<file path="config.mk">
export PLATFORM = sky130hd
export DESIGN_NAME = amux_scan_ctrl
export DESIGN_NICKNAME = d
export VERILOG_FILES = /design/src/rtl/amux_pkg.sv /design/src/rtl/amux_next_ch.sv /design/src/rtl/amux_scan_ctrl.sv
export SDC_FILE = /design/constraint.sdc
export NUM_CORES = 1
export LEC_CHECK = 0
export ABC_CLOCK_PERIOD_IN_PS = 8600
export BUFFER_PORTS_ARGS = -buffer_cell sky130_fd_sc_hd__buf_2
export CAP_MARGIN = 20
export CORE_UTILIZATION = 45
export CTS_CLUSTER_DIAMETER = 40
export CTS_CLUSTER_SIZE = 30
export DETAILED_ROUTE_END_ITERATION = 6
export PLACE_DENSITY_LB_ADDON = 0.1
export SLEW_MARGIN = 20
export SYNTH_ARGS = -nofsm -noshare
export SYNTH_HDL_FRONTEND = slang
export SYNTH_SLANG_ARGS = --single-unit
</file>
<file path="constraint.sdc">
create_clock -name clk -period 8.6 [get_ports clk]
set_input_delay 1.72 -clock clk [delete_from_list [all_inputs] [get_ports clk]]
set_output_delay 1.72 -clock clk [all_outputs]
set_load 0.02 [all_outputs]
</file>
<file path="src/rtl/amux_pkg.sv">
// Shared types and constants for the analog mux enable sequencer.
package amux_pkg;

    localparam int N_CH = 8;
    localparam int CH_W = $clog2(N_CH);

    typedef enum logic [2:0] {
        IDLE,
        BREAK,
        SETTLE,
        DWELL,
        HOLD
    } state_t;

    function automatic logic [N_CH-1:0] onehot(input logic [CH_W-1:0] idx);
        logic [N_CH-1:0] v;
        v      = '0;
        v[idx] = 1'b1;
        return v;
    endfunction

endpackage

</file>
<file path="src/rtl/amux_next_ch.sv">
// Finds the next set bit of a channel mask strictly above cur_i, wrapping modulo N_CH.
module amux_next_ch
    import amux_pkg::*;
(
    input  logic [N_CH-1:0] mask_i,
    input  logic [CH_W-1:0] cur_i,
    output logic [CH_W-1:0] nxt_o,
    output logic            none_o
);

    logic found;

    // The search reaches cur_i itself last, so a single-bit mask returns cur_i.
    always_comb begin
        nxt_o = '0;
        found = 1'b0;
        for (int unsigned i = 1; i <= N_CH; i++) begin
            int unsigned k;
            k = (32'(cur_i) + i) % N_CH;
            if (!found && mask_i[k]) begin
                nxt_o = CH_W'(k);
                found = 1'b1;
            end
        end
    end

    assign none_o = ~found;

endmodule

</file>
<file path="src/rtl/amux_scan_ctrl.sv">
// Break-before-make sequencer for the 8-channel analog mux enables,
// supporting a held manual channel or a round-robin scan with dwell.
module amux_scan_ctrl
    import amux_pkg::*;
#(
    parameter int DWELL_W    = 16,
    parameter int DEAD_CYC   = 4,
    parameter int SETTLE_CYC = 2
) (
    input  logic               clk,
    input  logic               rst,
    input  logic               en,
    input  logic               mode,
    input  logic [CH_W-1:0]    man_ch,
    input  logic               man_load,
    input  logic [N_CH-1:0]    scan_mask,
    input  logic [DWELL_W-1:0] dwell,
    output logic [N_CH-1:0]    amux_en,
    output logic [N_CH-1:0]    amux_en_neg,
    output logic [CH_W-1:0]    ch_idx,
    output logic               ch_valid,
    output logic               ch_strobe,
    output logic               busy
);

    localparam int CNT_MAX = (DEAD_CYC > SETTLE_CYC) ? DEAD_CYC : SETTLE_CYC;
    localparam int CNT_W   = $clog2(CNT_MAX + 1);
    localparam logic [CNT_W-1:0] DEAD_LAST   = CNT_W'(DEAD_CYC - 1);
    localparam logic [CNT_W-1:0] SETTLE_LAST = CNT_W'((SETTLE_CYC > 0) ? SETTLE_CYC - 1 : 0);

    state_t             state_q, state_d;
    logic [CH_W-1:0]    tgt_q, tgt_d;
    logic               scan_q, scan_d;
    logic [CNT_W-1:0]   cnt_q, cnt_d;
    logic [DWELL_W-1:0] dw_cnt_q, dw_cnt_d;
    logic [N_CH-1:0]    en_q, en_d;
    logic [N_CH-1:0]    en_neg_q;
    logic [CH_W-1:0]    idx_q, idx_d;
    logic               valid_q, valid_d;
    logic               strobe_q, strobe_d;
    logic               busy_q;

    logic [CH_W-1:0]    search_from;
    logic [CH_W-1:0]    nxt_ch;
    logic               nxt_none;
    logic [DWELL_W-1:0] dwell_eff;
    logic               go_run;

    // From IDLE, searching above the top channel yields the lowest set bit.
    assign search_from = (state_q == IDLE) ? CH_W'(N_CH - 1) : idx_q;
    assign dwell_eff   = (dwell == '0) ? DWELL_W'(1) : dwell;

    amux_next_ch u_next_ch (
        .mask_i (scan_mask),
        .cur_i  (search_from),
        .nxt_o  (nxt_ch),
        .none_o (nxt_none)
    );

    always_comb begin
        state_d  = state_q;
        tgt_d    = tgt_q;
        scan_d   = scan_q;
        cnt_d    = cnt_q;
        dw_cnt_d = dw_cnt_q;
        en_d     = en_q;
        idx_d    = idx_q;
        valid_d  = valid_q;
        strobe_d = 1'b0;
        go_run   = 1'b0;

        // A mode flip mid-operation is handled exactly like dropping en.
        if (!en || (state_q != IDLE && mode != scan_q)) begin
            state_d = IDLE;
            en_d    = '0;
            valid_d = 1'b0;
            cnt_d   = '0;
        end else begin
            unique case (state_q)
                IDLE: begin
                    en_d    = '0;
                    valid_d = 1'b0;
                    if (!mode && man_load) begin
                        tgt_d   = man_ch;
                        scan_d  = 1'b0;
                        cnt_d   = '0;
                        state_d = BREAK;
                    end else if (mode && !nxt_none) begin
                        tgt_d   = nxt_ch;
                        scan_d  = 1'b1;
                        cnt_d   = '0;
                        state_d = BREAK;
                    end
                end
                BREAK: begin
                    if (!scan_q && man_load) begin
                        tgt_d = man_ch;
                        cnt_d = '0;
                    end else if (cnt_q == DEAD_LAST) begin
                        en_d  = onehot(tgt_q);
                        idx_d = tgt_q;
                        cnt_d = '0;
                        if (SETTLE_CYC == 0) go_run = 1'b1;
                        else                 state_d = SETTLE;
                    end else begin
                        cnt_d = cnt_q + CNT_W'(1);
                    end
                end
                SETTLE: begin
                    if (!scan_q && man_load) begin
                        tgt_d   = man_ch;
                        cnt_d   = '0;
                        en_d    = '0;
                        state_d = BREAK;
                    end else if (cnt_q == SETTLE_LAST) begin
                        go_run = 1'b1;
                    end else begin
                        cnt_d = cnt_q + CNT_W'(1);
                    end
                end
                DWELL: begin
                    // Strobe is registered, so it is raised on the edge entering the last cycle.
                    if (dw_cnt_q > DWELL_W'(1)) begin
                        dw_cnt_d = dw_cnt_q - DWELL_W'(1);
                        strobe_d = (dw_cnt_q == DWELL_W'(2));
                    end else if (nxt_none) begin
                        state_d = IDLE;
                        en_d    = '0;
                        valid_d = 1'b0;
                    end else if (nxt_ch == idx_q) begin
                        dw_cnt_d = dwell_eff;
                        strobe_d = (dwell_eff == DWELL_W'(1));
                    end else begin
                        tgt_d   = nxt_ch;
                        cnt_d   = '0;
                        en_d    = '0;
                        valid_d = 1'b0;
                        state_d = BREAK;
                    end
                end
                HOLD: begin
                    if (man_load && man_ch != idx_q) begin
                        tgt_d   = man_ch;
                        cnt_d   = '0;
                        en_d    = '0;
                        valid_d = 1'b0;
                        state_d = BREAK;
                    end
                end
                default: begin
                    state_d = IDLE;
                    en_d    = '0;
                    valid_d = 1'b0;
                end
            endcase

            if (go_run) begin
                valid_d = 1'b1;
                if (scan_q) begin
                    state_d  = DWELL;
                    dw_cnt_d = dwell_eff;
                    strobe_d = (dwell_eff == DWELL_W'(1));
                end else begin
                    state_d = HOLD;
                end
            end
        end
    end

    always_ff @(posedge clk) begin
        if (rst) begin
            state_q  <= IDLE;
            tgt_q    <= '0;
            scan_q   <= 1'b0;
            cnt_q    <= '0;
            dw_cnt_q <= '0;
            en_q     <= '0;
            en_neg_q <= '1;
            idx_q    <= '0;
            valid_q  <= 1'b0;
            strobe_q <= 1'b0;
            busy_q   <= 1'b0;
        end else begin
            state_q  <= state_d;
            tgt_q    <= tgt_d;
            scan_q   <= scan_d;
            cnt_q    <= cnt_d;
            dw_cnt_q <= dw_cnt_d;
            en_q     <= en_d;
            en_neg_q <= ~en_d;
            idx_q    <= idx_d;
            valid_q  <= valid_d;
            strobe_q <= strobe_d;
            busy_q   <= (state_d != IDLE);
        end
    end

    assign amux_en     = en_q;
    assign amux_en_neg = en_neg_q;
    assign ch_idx      = idx_q;
    assign ch_valid    = valid_q;
    assign ch_strobe   = strobe_q;
    assign busy        = busy_q;

endmodule
</file>
==> results.yml, run 1 <==
outcome:
  outcome: "finished, final reports clean"
route:
  routed_via_density: 6.44
  ant_nets: 0
  wl_per_cell_um: 18.6
  drtIter0Drc: 330
  drcViolationCount: 0
  finalWirelength_mm: 12.8
  first_pass_iters: 7
  vias: 4455
placement:
  dpl.hpwl_mm: 9.54
  dpl_cell_area_um2: 4450
  globalplace.congestion: 0.946
  portBuffers: 53
  dp_cells: 684
die:
  core_area_um2: 8850
  rows: 34
  dieArea_um2: 9690
  num_io_pins: 54
  start_util_pct: 47.3
  die_h_um: 98.4
  die_w_um: 98.4
min_path:
  hold_class: "reg -> reg"
  hold_end: "amux_en_neg[7]"
  hold-path-cell-count: 1
  hp-start: "amux_en[7]"
worst_setup_path:
  reg2reg_from: "state_q[2]"
  startpoint: "state_q[2]"
  crit_type: "reg -> reg"
  crit_path_end_kind: "flop"
  worstPathArrival_ps: 5630
  crit_required_ps: 8780
  timing.rr.end: "dw_cnt_q[11]"
  critical_path.max_fanout: 16
  startpoint_type: "flop"
  rrSetupSlack_ps: 3150
  rr_worst_depth: 14
grt:
  top_usage_layer: "met2"
  gr-usage-all-layers_pct: 27.2
  overflow: 0
  grt_pass1_vias: 4188
  antenna_found_initial: 0
  use_met2_pct: 42.1
  met1_usage_pct: 40.2
  grt_pass1_wl_mm: 21.3
  met3_usage_pct: 3.55
  grt_max_degree: 31
sta:
  max_freq_ghz: 0.184
  skew_ps: 11.0
  relSlewSlack_pct: 38.7
  min_period_over_period_pct: 63.3
  worstMarginPinSlew_ps: 912
  fin_tns_setup_ps: 0
  hold_viol: 0
  slew_viol_final: 0
  rsz0062_at_grt: "false"
  fin_crit_ps: 5450
  setup_viol: 0
cells_and_area:
  drive_gt1_share_pct: 16.8
  final_area_um2: 4610
  multiInputGateArea_um2: 3020
  layout.cells.non_filler: 692
  nets: 623
  seqCellArea_um2: 961
  final_common_cell: "nor2_1"
  final_cell_mix: "nor2_1 (68), buf_2 (53), dfxtp_1 (48), o21ai_0 (44), nand2_1 (40)"
  fillCellCount: 920
  n_antenna_cell: 0
  areaGrowthSynthToFinish_pct: 10.2
pwr:
  total_power_uw: 669
  vdd_drop_max_v: 0.0000933
  p_leak_nw: 1.70
  p_per_area_nw_per_um2: 145
clock_tree:
  clk_latency_ps: 310
  h-tree-depth: 2
  cts_sinks: 48
  hold_buffers: 0
  cts_made_buffers: 5
  path_clk_slew_ps: 100
  cts_setup_buffers: 0
  root_buffer: "clkbuf_8"
  cts_tree: "built"
  cts_resized: 0
  clockBufferDepth: 2
yosys:
  synth_edf_count: 0
  syn_inst: 553
  yosysWarningCount: 0
  avgSynthCellArea_um2: 7.57
  seq_area_frac_synth_pct: 23.0
  ys_async_sr_fraction_pct: 0
  synth_top_cell_by_area: "dfxtp_1"
  synth_top_area_share_pct: 23.0
  synthesis.area_um2: 4180
  synthTopCellsByArea: "dfxtp_1 (23%), nor2_1 (6.1%), o21ai_0 (5.3%)"
  ys_seq_elements: 48
  synth.distinct_cells: 75
  synth_top_flop_cell: "dfxtp_1"
  postSynthNetCount: 593
job:
  drv_cap: 0
-- power breakdown --
| group | internal, mW | total, mW | leakage, nW | switching (mW) |
|---|---|---|---|---|
| clock network | 0.145 | 0.231 | 0.0784 | 0.0851 |
| logic | 0.0766 | 0.203 | 1.23 | 0.127 |
| registers | 0.227 | 0.235 | 0.389 | 0.00806 |
| total | 0.449 | 0.669 | 1.70 | 0.220 |
-- kinds of logic after synthesis --
kind of cell / Yosys count / synth area share, %
and+or+nand+nor: 234 / 29.3
AOI/OAI and AO/OA: 189 / 33.0
DFF: 48 / 23.0
buffers and inverters: 44 / 4.75
muxes: 20 / 5.47
xor gates and xnor gates: 10 / 2.09
adders and majority gates: 8 / 2.39
-- Yosys cell counts (all sizes together), types with 5 or more instances --
master   instances
nor2b           12
nor2            69
a2111oi          6
nand2b          13
o211ai           5
nand2           40
mux2i           18
a211o            7
and3             5
o31ai            6
nand3           13
a22oi           13
inv             10
nor4             8
dfxtp           48
a21oi           31
o21ai           47
xor2             6
clkbuf          23
a22o             6
a211oi          15
and2             7
o22ai            9
or3             10
ha               8
nor3            27
a31oi            6
or2              7
buf             11
-- final cells by class --
class	instances	share of cell area, %
Timing Repair Buffer	57	6.40
Inverter	10	0.814
Sequential cell	48	20.8
Multi-Input combinational cell	461	65.6
Tap cell	108	2.93
Clock inverter	3	1.95
Clock buffer	5	1.49
-- metal layers --
metal	part of all wire, %	routed length (µm)
met4	1.1	139
met5	0	0
met3	6.4	826
met2	43	5510
met1	50	6360
-- stage by stage --
stage	setup slack [ps]	hold slack, ps	utilization (%)
6_report	3150	475	52.1
5_1_grt	2830	488	52.1
4_1_cts	3250	473	52.1
3_5_place_dp	3020	455	50.3
3_3_place_gp	3130	457	50.3
2_1_floorplan	3700	455	-
-- flip-flops by register name, summed over array words and instances (netlist names) --
register / count
scan_q: 1
state_q: 3
tgt_q: 3
amux_en_neg: 8
ch_valid: 1
ch_idx: 3
busy: 1
cnt_q: 3
ch_strobe: 1
amux_en: 8
dw_cnt_q: 16
-- critical path: stages, from the launching register on --
cell and delay [ps]:
dfxtp_1 700, nor3_2 130, nor2_2 370, inv_1 300
ha_1 480, inv_1 130, mux4_2 380, or4b_4 490
nor4_2 470, nand2_1 120, a41oi_2 260, xnor2_1 380
nand3_2 540, o31ai_1 430, o22ai_1 120
-- worst max-delay path by stage --
stage / depth (start not counted) / slack, ps / end
2_1_floorplan: 12 / 3700 / dw_cnt_q[0]
3_3_place_gp: 12 / 3130 / dw_cnt_q[14]
3_5_place_dp: 12 / 3020 / dw_cnt_q[11]
4_1_cts: 14 / 3250 / dw_cnt_q[11]
5_1_grt: 14 / 2830 / dw_cnt_q[11]
6_report: 14 / 3150 / dw_cnt_q[11]
Note: power is estimated with default switching activity, not from simulation.
==> run 2: changes to the inputs <==
--- a/config.mk
+++ b/config.mk
@@ -5,7 +5,7 @@
 export SDC_FILE = /design/constraint.sdc
 export NUM_CORES = 1
 export LEC_CHECK = 0
-export ABC_CLOCK_PERIOD_IN_PS = 8600
+export ABC_CLOCK_PERIOD_IN_PS = 4800
 export BUFFER_PORTS_ARGS = -buffer_cell sky130_fd_sc_hd__buf_2
 export CAP_MARGIN = 20
 export CORE_UTILIZATION = 45
==> constraint.sdc (replaced) <==
create_clock -name clk -period 4.8 [get_ports clk]
set_input_delay 0.96 -clock clk [delete_from_list [all_inputs] [get_ports clk]]
set_output_delay 0.96 -clock clk [all_outputs]
set_load 0.02 [all_outputs]
==> run 2 against run 1 <==
Against the previous run: the run now ends with design-rule violations left; routed wire length fell by 0.58%; cell count rose by 2.6%; sequential power rose by 78%; first-iteration DRC count fell by 17%; hold slack improved by 3.1 ps; fmax rose by 22%; utilization rose by 1.5 points; power rose by 81%; critical path depth fell by 1; setup slack got worse by 2800 ps; final area rose by 2.9%; largest cell class unchanged.
==> results.yml, run 2 (synthesized netlist as in run 1, its figures left out) <==
outcome:
  outcome: "finished, violations left"
  violations: "design-rule violations"
cells_and_area:
  final_common_cell: "nor2_1"
  nets: 641
  largest_register: "dw_cnt_q"
  drive_gt1_share_pct: 19.3
  fillCellCount: 870
  final_cell_mix: "nor2_1 (68), buf_2 (53), dfxtp_1 (48), o21ai_0 (44), nand2_1 (40)"
  n_antenna_cell: 0
  areaGrowthSynthToFinish_pct: 13.5
  largest_register_ffs: 16
pwr:
  p_clk_share_pct: 33.7
  intPower_uw: 821
  vdd_drop_max_v: 0.000135
  combPwrFrac_pct: 31.7
  pwr-share-seq_pct: 34.6
  p_per_area_nw_per_um2: 255
  switching_share_pct: 32.2
  switchingPower_uw: 391
  p_leak_nw: 1.79
die:
  start_util_pct: 47.3
  core_area_um2: 8850
  dieArea_um2: 9690
  num_io_pins: 54
  rows: 34
  die_w_um: 98.4
  die_h_um: 98.4
placement:
  dpl.hpwl_mm: 9.72
  portBuffers: 53
  globalplace.congestion: 0.922
clock_tree:
  clk_latency_ps: 310
  h-tree-depth: 2
  cts_resized: 0
  cts_setup_buffers: 0
  path_clk_slew_ps: 90
  cts_tree: "built"
  cts_made_buffers: 5
  root_buffer: "clkbuf_8"
  cts_sinks: 48
  hold_buffers: 0
  clockBufferDepth: 2
grt:
  overflow: 0
  grt_max_degree: 27
  antenna_found_initial: 0
  gr-usage-all-layers_pct: 27.3
  grt_pass1_wl_mm: 21.3
  grt_pass1_vias: 4248
sta:
  hold_viol: 0
  fin_crit_ps: 4450
  relSlewSlack_pct: 39.8
  fin_tns_setup_ps: 0
  max_freq_ghz: 0.225
  worstMarginPinSlew_ps: 896
  min_period_over_period_pct: 92.7
  rsz0062_at_grt: "false"
  skew_ps: 8.11
  slew_viol_final: 0
  setup_viol: 0
  whs_ps: 478
route:
  wl_per_cell_um: 18.0
  first_pass_iters: 7
  drcViolationCount: 1
  routed_via_density: 6.35
  ant_nets: 0
  drtIter0Drc: 274
  vias: 4509
  finalWirelength_mm: 12.8
worst_setup_path:
  crit_path_end_kind: "flop"
  worstPathArrival_ps: 4590
  critical_path.max_fanout: 16
  crit_required_ps: 4940
  startpoint_type: "flop"
  rr_worst_depth: 13
  crit_type: "reg -> reg"
min_path:
  hold-path-cell-count: 1
  hold_class: "reg -> reg"
job:
  drv_cap: 0
run 2: cell types whose count changed in the layout (fill, tap and decap cells not counted):
cell and change:
buf_4 +18
run 2: worst max-delay path, stage by stage (launching register included):
cell and delay (ps):
dfxtp_1 360, or3_4 470, nand2b_1 130, ha_1 190, nor4b_1 470, a211o_1 230, mux2i_1 130, a2111oi_2 420
nor4_1 100, or4b_4 540, a211oi_4 360, a41oi_2 290, a21oi_4 440, a22oi_1 150
run 2: path summary, 6_finish.rpt:
path | startpoint | to | slack, ps
setup / recovery | state_q[2] | amux_en_neg[1] | 350
setup reg to reg | state_q[2] | amux_en_neg[1] | 350
hold reg to reg | amux_en[5] | amux_en_neg[5] | 480
hold / removal | amux_en[5] | amux_en_neg[5] | 480
run 2: cell type report:
class	count	area [µm²]	area share (%)
clock buffers	5	68.8	1.45
well taps	108	135	2.85
clock inverters	3	90.1	1.90
repair buffers	75	430	9.07
flip-flops and latches	48	961	20.2
multi-input cells	461	3020	63.7
inverters	10	37.5	0.791
run 2: routing by layer:
layer | global-route usage [%] | share of wire (%) | vias to the layer above
met3 | 4.26 | 6.8 | 20
met1 | 39.2 | 47 | 2108
met4 | 8.96 | 2.1 | 0
met2 | 41.7 | 44 | 181
met5 | 0 | 0 | -
li1 | - | - | 2200
run 2: per-stage QoR:
step           setup WS (ps)  std cells  util [%]  instance area, µm²  power [mW]
4_1_cts                  390        710      53.6                4750        1.22
3_5_place_dp             197        702      51.9                4590       0.805
6_report                 350        710      53.6                4750        1.21
3_3_place_gp             195        702      51.9                4590       0.803
2_1_floorplan            303        553         -                4180       0.703
5_1_grt                 19.5        710      53.6                4750        1.28
run 2: power groups by stage:
stage          Clock, mW  Combinational (mW)  Sequential (mW)
3_3_place_gp           0               0.375            0.428
2_1_floorplan          0               0.282            0.422
6_report           0.408               0.384            0.419
3_5_place_dp           0               0.377            0.428
5_1_grt            0.434               0.421            0.421
4_1_cts            0.418               0.379            0.419
